$ cat src/rtl/ps2_mouse_pos.sv
// PS/2 mouse packet decoder: frames 3-byte packets and integrates clamped cursor position.
// Optional build macro PS2_DELTA_HALF_EN halves each non-overflowed delta before summing.
module ps2_mouse_pos #(
  parameter int X_MAX       = 63,
  parameter int Y_MAX       = 63,
  parameter int X_INIT      = 32,
  parameter int Y_INIT      = 32,
  parameter int TIMEOUT_CYC = 25000
) (
  input  logic              clk,
  input  logic              reset,
  input  logic [7:0]        rx_data,
  input  logic              rx_valid,
  output logic signed [8:0] PS2_Xdata,
  output logic signed [8:0] PS2_Ydata,
  output logic              btn_left,
  output logic              btn_right,
  output logic              pkt_valid
);

  localparam int unsigned SUM_W = 11;
  localparam int unsigned GAP_W = $clog2(TIMEOUT_CYC + 1);

  localparam logic [GAP_W-1:0]        GAP_LIMIT = GAP_W'(TIMEOUT_CYC);
  localparam logic signed [SUM_W-1:0] X_MAX_S   = SUM_W'(X_MAX);
  localparam logic signed [SUM_W-1:0] Y_MAX_S   = SUM_W'(Y_MAX);

  localparam logic [1:0] WAIT_B0 = 2'd0;
  localparam logic [1:0] WAIT_B1 = 2'd1;
  localparam logic [1:0] WAIT_B2 = 2'd2;
  localparam logic [1:0] UPDATE  = 2'd3;

  logic [1:0]              state_q, state_d;
  logic [GAP_W-1:0]        gap_q, gap_d;
  logic [7:0]              status_q, status_d;
  logic [7:0]              xb_q, xb_d;
  logic [7:0]              yb_q, yb_d;
  logic signed [8:0]       x_q, x_d;
  logic signed [8:0]       y_q, y_d;
  logic                    left_q, left_d;
  logic                    right_q, right_d;
  logic                    pkt_q, pkt_d;

  logic signed [8:0]       dx_raw_c, dy_raw_c;
  logic signed [8:0]       dx_c, dy_c;
  logic signed [SUM_W-1:0] sum_x_c, sum_y_c;
  logic                    timeout_c;
  logic                    status_ok_c;
  logic                    unused_status_c;

  assign unused_status_c = ^status_q[3:2];

  // Deltas from the latched packet; sums are wide enough that nothing wraps before clamping.
  always_comb begin
    dx_raw_c = status_q[6] ? 9'sd0 : $signed({status_q[4], xb_q});
    dy_raw_c = status_q[7] ? 9'sd0 : $signed({status_q[5], yb_q});
`ifdef PS2_DELTA_HALF_EN
    dx_c = dx_raw_c >>> 1;
    dy_c = dy_raw_c >>> 1;
`else
    dx_c = dx_raw_c;
    dy_c = dy_raw_c;
`endif
    sum_x_c = SUM_W'(x_q) + SUM_W'(dx_c);
    sum_y_c = SUM_W'(y_q) - SUM_W'(dy_c);
  end

  assign timeout_c   = ((state_q == WAIT_B1) || (state_q == WAIT_B2)) && (gap_q == GAP_LIMIT);
  assign status_ok_c = rx_valid && rx_data[3];

  // Next-state and datapath; a byte arriving on a timeout cycle is judged as a status byte.
  always_comb begin
    state_d  = state_q;
    gap_d    = gap_q;
    status_d = status_q;
    xb_d     = xb_q;
    yb_d     = yb_q;
    x_d      = x_q;
    y_d      = y_q;
    left_d   = left_q;
    right_d  = right_q;
    pkt_d    = 1'b0;

    if (timeout_c) begin
      gap_d = '0;
      if (status_ok_c) begin
        status_d = rx_data;
        state_d  = WAIT_B1;
      end else begin
        state_d = WAIT_B0;
      end
    end else begin
      case (state_q)
        WAIT_B0: begin
          gap_d = '0;
          if (status_ok_c) begin
            status_d = rx_data;
            state_d  = WAIT_B1;
          end
        end
        WAIT_B1: begin
          if (rx_valid) begin
            xb_d    = rx_data;
            gap_d   = '0;
            state_d = WAIT_B2;
          end else begin
            gap_d = gap_q + GAP_W'(1);
          end
        end
        WAIT_B2: begin
          if (rx_valid) begin
            yb_d    = rx_data;
            gap_d   = '0;
            state_d = UPDATE;
          end else begin
            gap_d = gap_q + GAP_W'(1);
          end
        end
        default: begin
          gap_d   = '0;
          pkt_d   = 1'b1;
          left_d  = status_q[0];
          right_d = status_q[1];
          state_d = WAIT_B0;
          if (sum_x_c < 0)             x_d = '0;
          else if (sum_x_c > X_MAX_S)  x_d = 9'(X_MAX_S);
          else                         x_d = 9'(sum_x_c);
          if (sum_y_c < 0)             y_d = '0;
          else if (sum_y_c > Y_MAX_S)  y_d = 9'(Y_MAX_S);
          else                         y_d = 9'(sum_y_c);
        end
      endcase
    end
  end

  always_ff @(posedge clk or negedge reset) begin
    if (!reset) begin
      state_q  <= WAIT_B0;
      gap_q    <= '0;
      status_q <= '0;
      xb_q     <= '0;
      yb_q     <= '0;
      x_q      <= 9'(X_INIT);
      y_q      <= 9'(Y_INIT);
      left_q   <= 1'b0;
      right_q  <= 1'b0;
      pkt_q    <= 1'b0;
    end else begin
      state_q  <= state_d;
      gap_q    <= gap_d;
      status_q <= status_d;
      xb_q     <= xb_d;
      yb_q     <= yb_d;
      x_q      <= x_d;
      y_q      <= y_d;
      left_q   <= left_d;
      right_q  <= right_d;
      pkt_q    <= pkt_d;
    end
  end

  assign PS2_Xdata = x_q;
  assign PS2_Ydata = y_q;
  assign btn_left  = left_q;
  assign btn_right = right_q;
  assign pkt_valid = pkt_q;

endmodule

$ cat config.mk
export PLATFORM = sky130hd
export DESIGN_NAME = ps2_mouse_pos
export DESIGN_NICKNAME = d
export VERILOG_FILES = /design/src/rtl/ps2_mouse_pos.sv
export SDC_FILE = /design/constraint.sdc
export NUM_CORES = 1
export LEC_CHECK = 0
export ABC_AREA = 0
export CAP_MARGIN = 40
export CELL_PAD_IN_SITES_DETAIL_PLACEMENT = 1
export CELL_PAD_IN_SITES_GLOBAL_PLACEMENT = 1
export CORE_MARGIN = 3
export CORE_UTILIZATION = 46
export CTS_CLUSTER_DIAMETER = 60
export DETAILED_ROUTE_END_ITERATION = 12
export PLACE_DENSITY = 0.85
export SETUP_SLACK_MARGIN = 0.3
export SYNTH_ARGS = -nofsm -noshare
export SYNTH_HDL_FRONTEND = slang
export SYNTH_SLANG_ARGS = --single-unit
$ cat constraint.sdc
create_clock -name clk -period 3 [get_ports clk]
set_input_delay 0.6 -clock clk [delete_from_list [all_inputs] [get_ports clk]]
set_output_delay 0.6 -clock clk [all_outputs]
set_load 0.005 [all_outputs]
==> summary.txt <==
Power and ir drop
  – Worst VDD drop: between 400 and 500 uV
  – Sw power: a little under 2 mW
  – Pwr dens: ~1100 mW/mm^2
  – Power consumption: 4.67 mW
  – Combinational power share: between 50 and 60%
  – Clk pwr share: between 15 and 20%
  – LEAKAGE: 1.84 nW
  – P_int: ~2.7 mW
  – Sw Ratio: about 40%
  – Part of the power in registers: approximately 28%

Global routing
  – Initial antenna violation count: 0
  – Total GRT Usage: between 20% and 30%
  – First-pass GRT wire length: ~15 mm
  – Grt ovf: 0
  – Vias in the first global route: roughly 2,900
  – Largest net degree at the start of global routing: 34
  – Met1 GRT Util: between 20% and 30%
  – Met2 Use GR: about two fifths
  – Grt peak-use layer: met2
  – M3 GR Usage: 5.12%

Cells and area
  – Most common cell after layout, fill and taps aside: dfrtp_1
  – Area delta synth->final: 20.9%
  – Fill cells: ~780
  – Fin nets: just over 400
  – Commonest non-fill, non-tap cells in the layout: dfrtp_1, nor2_1, clkdlybuf4s50_1, nand2_1, mux2_2
  – Inserted Diodes: 0
  – Layout cells sized above 1: 18.5%

Floorplan
  – Initial core utilization: 49.0%
  – Total die area: roughly 0.0085 sq mm
  – Core Rows: 30
  – Die width: around 92 um
  – Core area: 0.00702 sq mm
  – Die Ht: 92.4 um
  – I/O pin count: 32

Clock network
  – TritonCTS buffer count: 9
  – Root buffer cell: clkbuf_8
  – CTS tree: yes
  – Clock tree buffer depth: 2
  – H-tree Lvls: 3
  – Post-CTS Hold Fix Bufs: 0
  – CTS clk-pin slew, worst paths: approximately 0.080 ns
  – Clock sinks: 60
  – Worst-Skew Late Latency: between 0.3 and 0.4 ns

Synth
  – Ys Warns: 0
  – Synthesized area: around 0.0034 sq mm
  – Yosys reg bits: 60
  – Post-synth EDFFs: 0
  – Gate Count Post-Synth: roughly 330
  – Sequential area share after synthesis: about 44%
  – Syn_area_per_cell: ~11 sq um
  – Syn nets: 365
  – Asr flop ratio synth: between 90% and 100%
  – Post-synth cell types: 48
  – Most used DFF post-synth: dfrtp_1

Routing
  – Via density: 5.65
  – Routed Wire Length: ~9.0 mm
  – DRC viols: 0
  – Via Count: 2,679
  – ANT nets after route: 0
  – Initial detailed-routing violation count: a little under 90
  – Avg WL per Cell: ~19 um
  – 1st-pass router iterations: 5

Placement
  – PortBufs: 31
  – RD Place Congestion: 0.889
  – HPWL Detailed: around 6.3 mm
  – Dpl ws: 0.240 ns

Setup path
  – CP Data Required Time: roughly 3.3 ns
  – Most frequent cell on the critical path: o211ai_1
  – Critical Setup Path Class: register to register
  – CP arrival: 2.81 ns
  – Crit path from: status_q[7]
  – Worst Setup End Kind: register
  – Worst path max stage delay: around 0.43 ns
  – Cell family with the largest share of critical-path delay: compound AO/OA/AOI/OAI gates
  – Critical path cell sequence: buf_4, nand2b_1, ha_1, o211ai_1, a21oi_1, o21ai_2, a21oi_2, or2b_1, o211ai_1
  – Worst Path Buf+Inv: 1
  – Worst r2r src: status_q[7]
  – Slowest-stage cell, CP: dfrtp_2
  – Startpoint Class: register
  – Critical Path Fanout Max: 8

Timing
  – RSZ-0062 raised after global routing: no
  – Setup ws final: roughly 0.44 ns
  – Final worst-path cycle share: 85.4%
  – Setup Skew: around 0.015 ns
  – Relative slew margins: a little under three fifths
  – Fmax: approximately 0.39 GHz
  – Slew @ Worst Pin: 0.643 ns
  – Total Neg Setup Slack: 0 ns
  – Final Hold Vio Count: 0
  – Setup violations, final: 0
  – Period minus WS final: approximately 2.6 ns
  – Pins over their slew limit: 0

Run status
  – Status: completed

Run
  – Max-cap viol count: 0

Min path
  – Worst min path class: input port to async pin
worst reg2reg max path: stages (launching register included):
cell      delay, ns
dfrtp_2        0.43
buf_4          0.16
nand2b_1       0.18
ha_1           0.38
o211ai_1       0.10
a21oi_1        0.28
o21ai_2        0.16
a21oi_2        0.43
or2b_1         0.28
o211ai_1       0.08
flip-flops by register name, summed over array words and instances, names as in the netlist:
signal and cells:
xb_q 8, yb_q 8, PS2_Ydata 9, pkt_valid 1, PS2_Xdata 9, state_q 2
btn_left 1, gap_q 15, btn_right 1, status_q 6
layer usage:
| layer | vias to the layer above | routed length [um] |
|---|---|---|
| met5 | - | 0 |
| met4 | 0 | 241 |
| met3 | 20 | 297 |
| met2 | 73 | 4660 |
| met1 | 1351 | 3790 |
| li1 | 1235 | - |
power groups by stage:
stage | registers, mW | clock network, mW | logic (mW)
after floorplan | 1.28 | 0 | 1.71
after global placement | 1.32 | 0 | 2.26
after detailed placement | 1.34 | 0 | 2.38
after CTS | 1.33 | 0.744 | 2.45
after global routing | 1.36 | 0.786 | 2.87
final | 1.33 | 0.736 | 2.61
cells by family after synthesis:
family                     count (synthesis)  share of synthesized area (%)
and+or+nand+nor                          118                           18.3
adders and majority gates                 27                           10.3
xor gates and xnor gates                  24                           6.12
DFF                                       60                           43.8
buffers and inverters                     19                           2.33
AOI/OAI and AO/OA                         52                           10.5
muxes                                     27                           8.74
per-stage QoR:
step,instance area [sq um],cells,util [%],hold WS (ns)
global placement,3870,453,55.1,0.482
detailed placement,3870,453,55.1,0.486
finish,4150,474,59.2,0.281
global route,4150,474,59.2,0.319
CTS,4070,469,58.0,0.298
floorplan,3440,327,-,0.304
synth_stat cells, types with 2 or more instances:
cell type	number	share of area [%]
inv_1	16	1.7
ha_1	25	9.1
a21oi_2	2	0.51
o21ai_0	11	1.6
nand2_1	24	2.6
o211ai_1	3	0.66
and4bb_2	2	0.73
nor2_1	30	3.3
nand3_1	14	2.0
and3_1	6	1.1
fa_1	2	1.2
a32oi_1	3	0.76
a211oi_1	3	0.66
nand3b_1	2	0.44
o21a_1	2	0.44
nor2b_1	16	2.9
nand2b_1	14	2.5
a21o_1	2	0.44
dfrtp_1	58	42
xnor2_1	14	3.6
nor4b_1	2	0.51
nand3_2	2	0.58
a21oi_1	14	2.0
dfstp_2	2	1.5
mux2_2	24	7.9
xor2_1	10	2.5
mux2i_1	3	0.87
path summary, 6_finish.rpt:
check | end | cells after the start | slack [ns]
worst max register to register | PS2_Ydata[0] | 9 | 0.44
worst min-delay path | state_q[1] | 1 | 0.28
max in group asynchronous | PS2_Xdata[5] | 2 | 2.04
worst max-delay path | PS2_Ydata[0] | 9 | 0.44
min in group clk | xb_q[4] | 1 | 0.51
worst min register to register | xb_q[4] | 1 | 0.51
area by class of cell:
type / instances / area (sq um) / area share (%)
clock buffers: 12 / 145 / 3.49
flip-flops and latches: 60 / 1510 / 36.3
well taps: 96 / 120 / 2.89
multi-input cells: 248 / 1900 / 45.8
clock inverters: 4 / 50.0 / 1.20
repair buffers: 38 / 368 / 8.86
inverters: 16 / 60.1 / 1.45
repair_timing:
action / in CTS / in global routing
endpoints found under the setup margin: 6 / 12
gates resized for setup: 1 / 13
pin swaps: 0 / 4
setup buffers: 0 / 5
Note: power is estimated with default switching activity, not from simulation.
